File: src/rtl/wallace_mul_arbiter.sv
// Round-robin sequencer that shares one combinational multiplier between
// two requesters and returns each product over a valid/ready channel.
module wallace_mul_arbiter #(
   parameter int WIDTH   = 8,
   parameter int MUL_LAT = 1
) (
   input  logic               i_clk,
   input  logic               i_rst_n,
   input  logic               i_req0_valid,
   output logic               o_req0_ready,
   input  logic [WIDTH-1:0]   i_req0_a,
   input  logic [WIDTH-1:0]   i_req0_b,
   input  logic               i_req1_valid,
   output logic               o_req1_ready,
   input  logic [WIDTH-1:0]   i_req1_a,
   input  logic [WIDTH-1:0]   i_req1_b,
   output logic [WIDTH-1:0]   o_mul_a,
   output logic [WIDTH-1:0]   o_mul_b,
   input  logic [2*WIDTH-1:0] i_mul_p,
   output logic               o_rsp_valid,
   input  logic               i_rsp_ready,
   output logic               o_rsp_id,
   output logic [2*WIDTH-1:0] o_rsp_product,
   output logic               o_busy
);

   localparam logic [1:0] S_IDLE = 2'd0;
   localparam logic [1:0] S_MUL  = 2'd1;
   localparam logic [1:0] S_RESP = 2'd2;
   localparam logic [3:0] LAT_M1 = 4'(MUL_LAT - 1);

   logic [1:0]         r_state;
   logic [3:0]         r_cnt;
   logic               r_last;
   logic [WIDTH-1:0]   r_mul_a;
   logic [WIDTH-1:0]   r_mul_b;
   logic               r_rsp_valid;
   logic               r_rsp_id;
   logic [2*WIDTH-1:0] r_rsp_product;

   logic w_idle;
   logic w_gnt0;
   logic w_gnt1;
   logic w_hs;

   // On a tie the requester that did not win last time is granted.
   assign w_idle = (r_state == S_IDLE);
   assign w_gnt0 = i_req0_valid & (~i_req1_valid | r_last);
   assign w_gnt1 = i_req1_valid & (~i_req0_valid | ~r_last);
   assign w_hs   = w_idle & (w_gnt0 | w_gnt1);

   assign o_req0_ready  = w_idle & w_gnt0;
   assign o_req1_ready  = w_idle & w_gnt1;
   assign o_mul_a       = r_mul_a;
   assign o_mul_b       = r_mul_b;
   assign o_rsp_valid   = r_rsp_valid;
   assign o_rsp_id      = r_rsp_id;
   assign o_rsp_product = r_rsp_product;
   assign o_busy        = ~w_idle;

   always_ff @(posedge i_clk or negedge i_rst_n) begin
      if (!i_rst_n) begin
         r_state       <= S_IDLE;
         r_cnt         <= '0;
         r_last        <= 1'b1;
         r_mul_a       <= '0;
         r_mul_b       <= '0;
         r_rsp_valid   <= 1'b0;
         r_rsp_id      <= 1'b0;
         r_rsp_product <= '0;
      end else begin
         unique case (r_state)
            S_IDLE: begin
               if (w_hs) begin
                  r_mul_a  <= w_gnt1 ? i_req1_a : i_req0_a;
                  r_mul_b  <= w_gnt1 ? i_req1_b : i_req0_b;
                  r_rsp_id <= w_gnt1;
                  r_last   <= w_gnt1;
                  r_cnt    <= LAT_M1;
                  r_state  <= S_MUL;
               end
            end
            S_MUL: begin
               if (r_cnt == 4'd0) begin
                  r_rsp_product <= i_mul_p;
                  r_rsp_valid   <= 1'b1;
                  r_state       <= S_RESP;
               end else begin
                  r_cnt <= r_cnt - 4'd1;
               end
            end
            S_RESP: begin
               if (i_rsp_ready) begin
                  r_rsp_valid <= 1'b0;
                  r_state     <= S_IDLE;
               end
            end
            default: r_state <= S_IDLE;
         endcase
      end
   end

endmodule

File: config.mk
export PLATFORM = sky130hd
export DESIGN_NAME = wallace_mul_arbiter
export DESIGN_NICKNAME = d
export VERILOG_FILES = /design/src/rtl/wallace_mul_arbiter.sv
export SDC_FILE = /design/constraint.sdc
export NUM_CORES = 1
export LEC_CHECK = 0
export ABC_CLOCK_PERIOD_IN_PS = 3900
export BUFFER_PORTS_ARGS = -buffer_cell sky130_fd_sc_hd__buf_4
export CORE_UTILIZATION = 45
export DETAILED_ROUTE_END_ITERATION = 10
export PLACE_DENSITY = 0.79
export SETUP_SLACK_MARGIN = 0.5
export SYNTH_ARGS = -nofsm -noshare
export SYNTH_HDL_FRONTEND = slang
export SYNTH_SLANG_ARGS = --single-unit
File: constraint.sdc
create_clock -name i_clk -period 3.9 [get_ports i_clk]
set_input_delay 0.585 -clock i_clk [delete_from_list [all_inputs] [get_ports i_clk]]
set_output_delay 0.585 -clock i_clk [all_outputs]
set_load 0.02 [all_outputs]
Yosys cells after proc, flatten, opt, wreduce, memory -nomap -nowiden
Index checks and enable logic that the tools add are counted.

operators by class
  mux-type cells = 12
  reductions and logical operators = 9
  add/subtract/negate cells = 1
  bitwise operators = 12
  equal/unequal tests = 6

operators with widths
  kind                   count
  $mux W8                2
  $reduce_and A3 Y1      3
  $mux W4                2
  $pmux W4 S2            1
  $mux W2                3
  $ne A2 B2 Y1 const B   3
  $pmux W2 S3            1
  $and A1 B1 Y1          5
  $logic_not A4 Y1       1
  $not A1 Y1             4
  $reduce_and A2 Y1      2
  $reduce_bool A2 Y1     2
  $sub A4 B1 Y4 const B  1
  $or A1 B1 Y1           3
  $eq A2 B1 Y1 const B   1
  $eq A2 B2 Y1 const B   1
  $logic_not A2 Y1       1
  $mux W1                2
  $ne A2 B1 Y1 const B   1
  $pmux W1 S2            1

word-level totals
  register bits after elaboration = 41
  bits of input ports = 53
  word-level logic and storage cells = 48
  output and inout bits = 37

Logic depth before layout (Yosys ltp)
  word-level depth = 7
  gate-level depth with buffers = 6
  gate-level depth less buffers = 5

Least setup slack after synthesis
No wires, ideal clock.

  path type = input -> output
  start = input i_req0_valid
  end = output o_req0_ready
  stages on the path = 2
  path slack = 1.897 ns
  arrival = 1.418 ns
  path buffers = 0
  required time = 3.315 ns
  cell sequence = or3b_2 > a21oi_1

between the ends
  word-level cells in the longest chain between the ends = 2

ends and longest elaborated chain
  element        RTL line  text
  from (decl)    9         input logic i_req0_valid,
  $and A1 B1 Y1  48        assign w_gnt0 = i_req0_valid & (~i_req1_valid | r_last);
  $and A1 B1 Y1  52        assign o_req0_ready = w_idle & w_gnt0;
  to (decl)      10        output logic o_req0_ready,

Every way passes these cells.

Worst setup path after layout
  start = register r_state[1]
  end = output o_req1_ready

between the ends
  word-level cells in the longest chain between the ends = 2

ends and longest elaborated chain
  element                 RTL line  text
  from (decl)             32        logic [1:0] r_state;
  from (signal assigned)  63        r_state <= S_IDLE;
  from (signal assigned)  80        r_state <= S_MUL;
  from (signal assigned)  87        r_state <= S_RESP;
  $logic_not A2 Y1        47        assign w_idle = (r_state == S_IDLE);
  $and A1 B1 Y1           53        assign o_req1_ready = w_idle & w_gnt1;
  to (decl)               14        output logic o_req1_ready,

Every way passes these cells.

==> results.py <==
metrics = {
    "synthesis": {
        "syn_inst": 157,
        "syn_area_per_cell_um2": 12.11,
        "synth-edff-count": 0,
        "synth_seq_area_share_pct": 54.01,
        "async_reset_ff_share_pct": 100.0,
        "yosysWarnings": 0,
        "synth_top_flop_cell": "dfrtp_1",
        "ys_types": 35,
        "synth_fp_nets": 211,
        "synthesis.area_mm2": 0.001902,
        "ys_seq_elements": 41,
    },
    "placement": {
        "dp_slack_ps": 1815,
        "dp_hpwl_mm": 2.951,
        "dpl-instance-area_mm2": 0.002586,
        "numPortBuffers": 89,
        "globalplace.congestion": 0.8142,
    },
    "final_layout": {
        "final_cell_mix": "buf_4 (90), dfrtp_1 (40), nand2_1 (19), a211oi_1 (16), a2bb2oi_1 (16)",
        "fin_area_mm2": 0.002690,
        "synthToLayoutAreaGrowth_pct": 41.45,
        "final_common_cell": "buf_4",
        "nets": 299,
        "drive_gt1_share_pct": 49.39,
        "antennaDiodeCount": 0,
    },
    "critical_path": {
        "critical_path.top_delay_family": "buffers and inverters",
        "path_class": "reg2out",
        "crit_path_max_incr_delay_ps": 550,
        "cp.buffers_inverters": 2,
        "crit_path_start_kind": "register",
        "worstPathRequired_ps": 3310,
        "cp_slowest_cell": "inv_1",
        "path_max_fanout": 23,
        "crit_chain": "nor2_1 -> inv_1 -> nor2_1 -> buf_4",
        "cpMostUsedCell": "nor2_1",
        "cp.arrival_ps": 1660,
        "worstSetupEndpointType": "primary output",
    },
    "cts": {
        "cts_tree": "yes",
        "clock_path_buffers": 2,
        "ctsHoldBuffers": 0,
        "clk_pin_slew_ps": 70,
        "cts.sinks": 41,
        "root_buffer": "clkbuf_8",
        "postCtsResizedCells": 0,
        "h-tree-depth": 2,
        "post_cts_buffers": 0,
        "numCtsBuffers": 5,
        "clock_latency_ps": 300,
    },
    "routing": {
        "avgViaCountPerCell": 5.298,
        "first_iter_violations": 70,
        "ant_nets": 0,
        "drcViolationCount": 0,
        "drt-total-wl_mm": 4.151,
        "wl_per_cell_um": 14.07,
        "vias": 1563,
        "drtPass1Iterations": 4,
    },
    "timing": {
        "fin_crit_sh_pct": 57.56,
        "tns_ps": 0,
        "grt_setup_unrepaired": "false",
        "setup_violations": 0,
        "skew_ps": 5.672,
        "min_period_ps": 2245,
        "fmax_mhz": 445.4,
        "setup_ws_ps": 1655,
        "tightestPinTransition_ps": 741.9,
        "slew_headroom_pct": 50.48,
        "slew_viol_final": 0,
        "finalHoldViolCount": 0,
    },
    "power": {
        "clkPwrFrac_pct": 13.7,
        "p_switching_mw": 0.9090,
        "p_seq_share_pct": 33.1,
        "p_int_mw": 1.472,
        "p_leak_nw": 1.315,
        "combPwrFrac_pct": 53.3,
        "p_sw_share_pct": 38.18,
        "p_per_area_mw_per_mm2": 885.0,
        "peakVddDrop_uv": 454.0,
    },
    "global_routing": {
        "grt_pass1_wl_mm": 6.417,
        "grt_start_max_net_pins": 42,
        "globalRoute.totalOverflow": 0,
        "grt_usage_pct": 19.99,
        "antenna_found_initial": 0,
        "grt_pass1_vias": 1441,
    },
    "floorplanning": {
        "dieArea_mm2": 0.004490,
        "initial_core_util_pct": 47.20,
        "die_h_um": 67.01,
        "fp.dieW_um": 67.01,
        "io_pins": 90,
        "fp.coreArea_mm2": 0.004029,
        "rows": 23,
    },
    "worst_hold_path": {
        "min_path_type": "in2async",
    },
    "flow_run": {
        "cap_violations": 0,
    },
    "status": {
        "status": "complete, no violations",
    },
}
[cell families (layout without fill, tap and decap cells)]
| group | after synthesis | count (layout) | share of synthesized area (%) |
|---|---|---|---|
| AO/OA/AOI/OAI | 46 | 46 | 18.82 |
| flip-flops | 41 | 41 | 54.01 |
| AND/OR/NAND/NOR | 39 | 39 | 11.12 |
| multiplexers | 17 | 17 | 11.78 |
| buffers and inverters | 13 | 101 | 3.618 |
| adder cells (fa/ha/maj) | 1 | 1 | 0.6578 |
[area by class of cell]
class	count	area [um2]
flip-flops and latches	41	1027
well taps	50	62.56
fillers	311	1339
clock buffers	5	68.82
inverters	4	15.01
clock inverters	2	35.03
multi-input cells	103	805.8
repair buffers	90	675.6
[cells in the mapped netlist (3+ instances only)]
cell        n  area share (%)
mux2_2      7             4.1
nor2_1      5            0.99
buf_2       7             1.8
nand3_1     3            0.79
o21ai_0     4             1.1
a2bb2oi_1  16             7.4
a211oi_1   16             6.3
nand2_1    19             3.8
dfrtp_1    40              53
inv_1       4            0.79
mux2_4      9             7.1
[worst paths after layout]
check	start	end	slack (ps)	depth (start not counted)
setup / recovery	r_state[1]	o_req1_ready	1650	4
max in group asynchronous	i_rst_n	r_last	3290	1
hold reg to reg	r_last	r_last	510	2
min in group i_clk	i_rsp_ready	r_state[1]	480	2
setup reg to reg	r_state[0]	o_mul_a[0]	2180	4
hold / removal	i_rst_n	o_mul_b[6]	250	1
[routing by layer]
metal  wire length [um]  track usage (%)  share of wire, %  vias to the layer above
met3                352            5.993               8.5                        8
met5                  0                0                 0                        -
met2               1961            32.38                47                       70
met1               1739            22.86                42                      737
li1                   -                -                 -                      748
met4                 98            12.23               2.4                        0
[power by group through the flow]
stage          logic, mW  registers [mW]  clock network (mW)
2_1_floorplan      0.633           0.994                   0
3_3_place_gp        1.26           0.783                   0
3_5_place_dp        1.28           0.789                   0
4_1_cts             1.28           0.786               0.336
5_1_grt             1.37           0.817               0.350
6_report            1.27           0.787               0.325
[registers in the layout, indices dropped and copies added, names as in the netlist]
register       count
o_mul_b            8
o_mul_a            8
r_last             1
r_cnt              4
o_rsp_valid        1
r_state            2
o_rsp_product     16
o_rsp_id           1
[stage by stage]
| step | std cells | hold WS (ps) | utilization, % | total power, mW |
|---|---|---|---|---|
| 2_1_floorplan | 157 | 289.4 | - | 1.627 |
| 3_3_place_gp | 288 | 490.9 | 64.19 | 2.046 |
| 3_5_place_dp | 288 | 494.6 | 64.19 | 2.074 |
| 4_1_cts | 295 | 264.3 | 66.77 | 2.405 |
| 5_1_grt | 295 | 286.5 | 66.77 | 2.533 |
| 6_report | 295 | 247.0 | 66.77 | 2.381 |
Note: power is estimated with default switching activity, not from simulation.
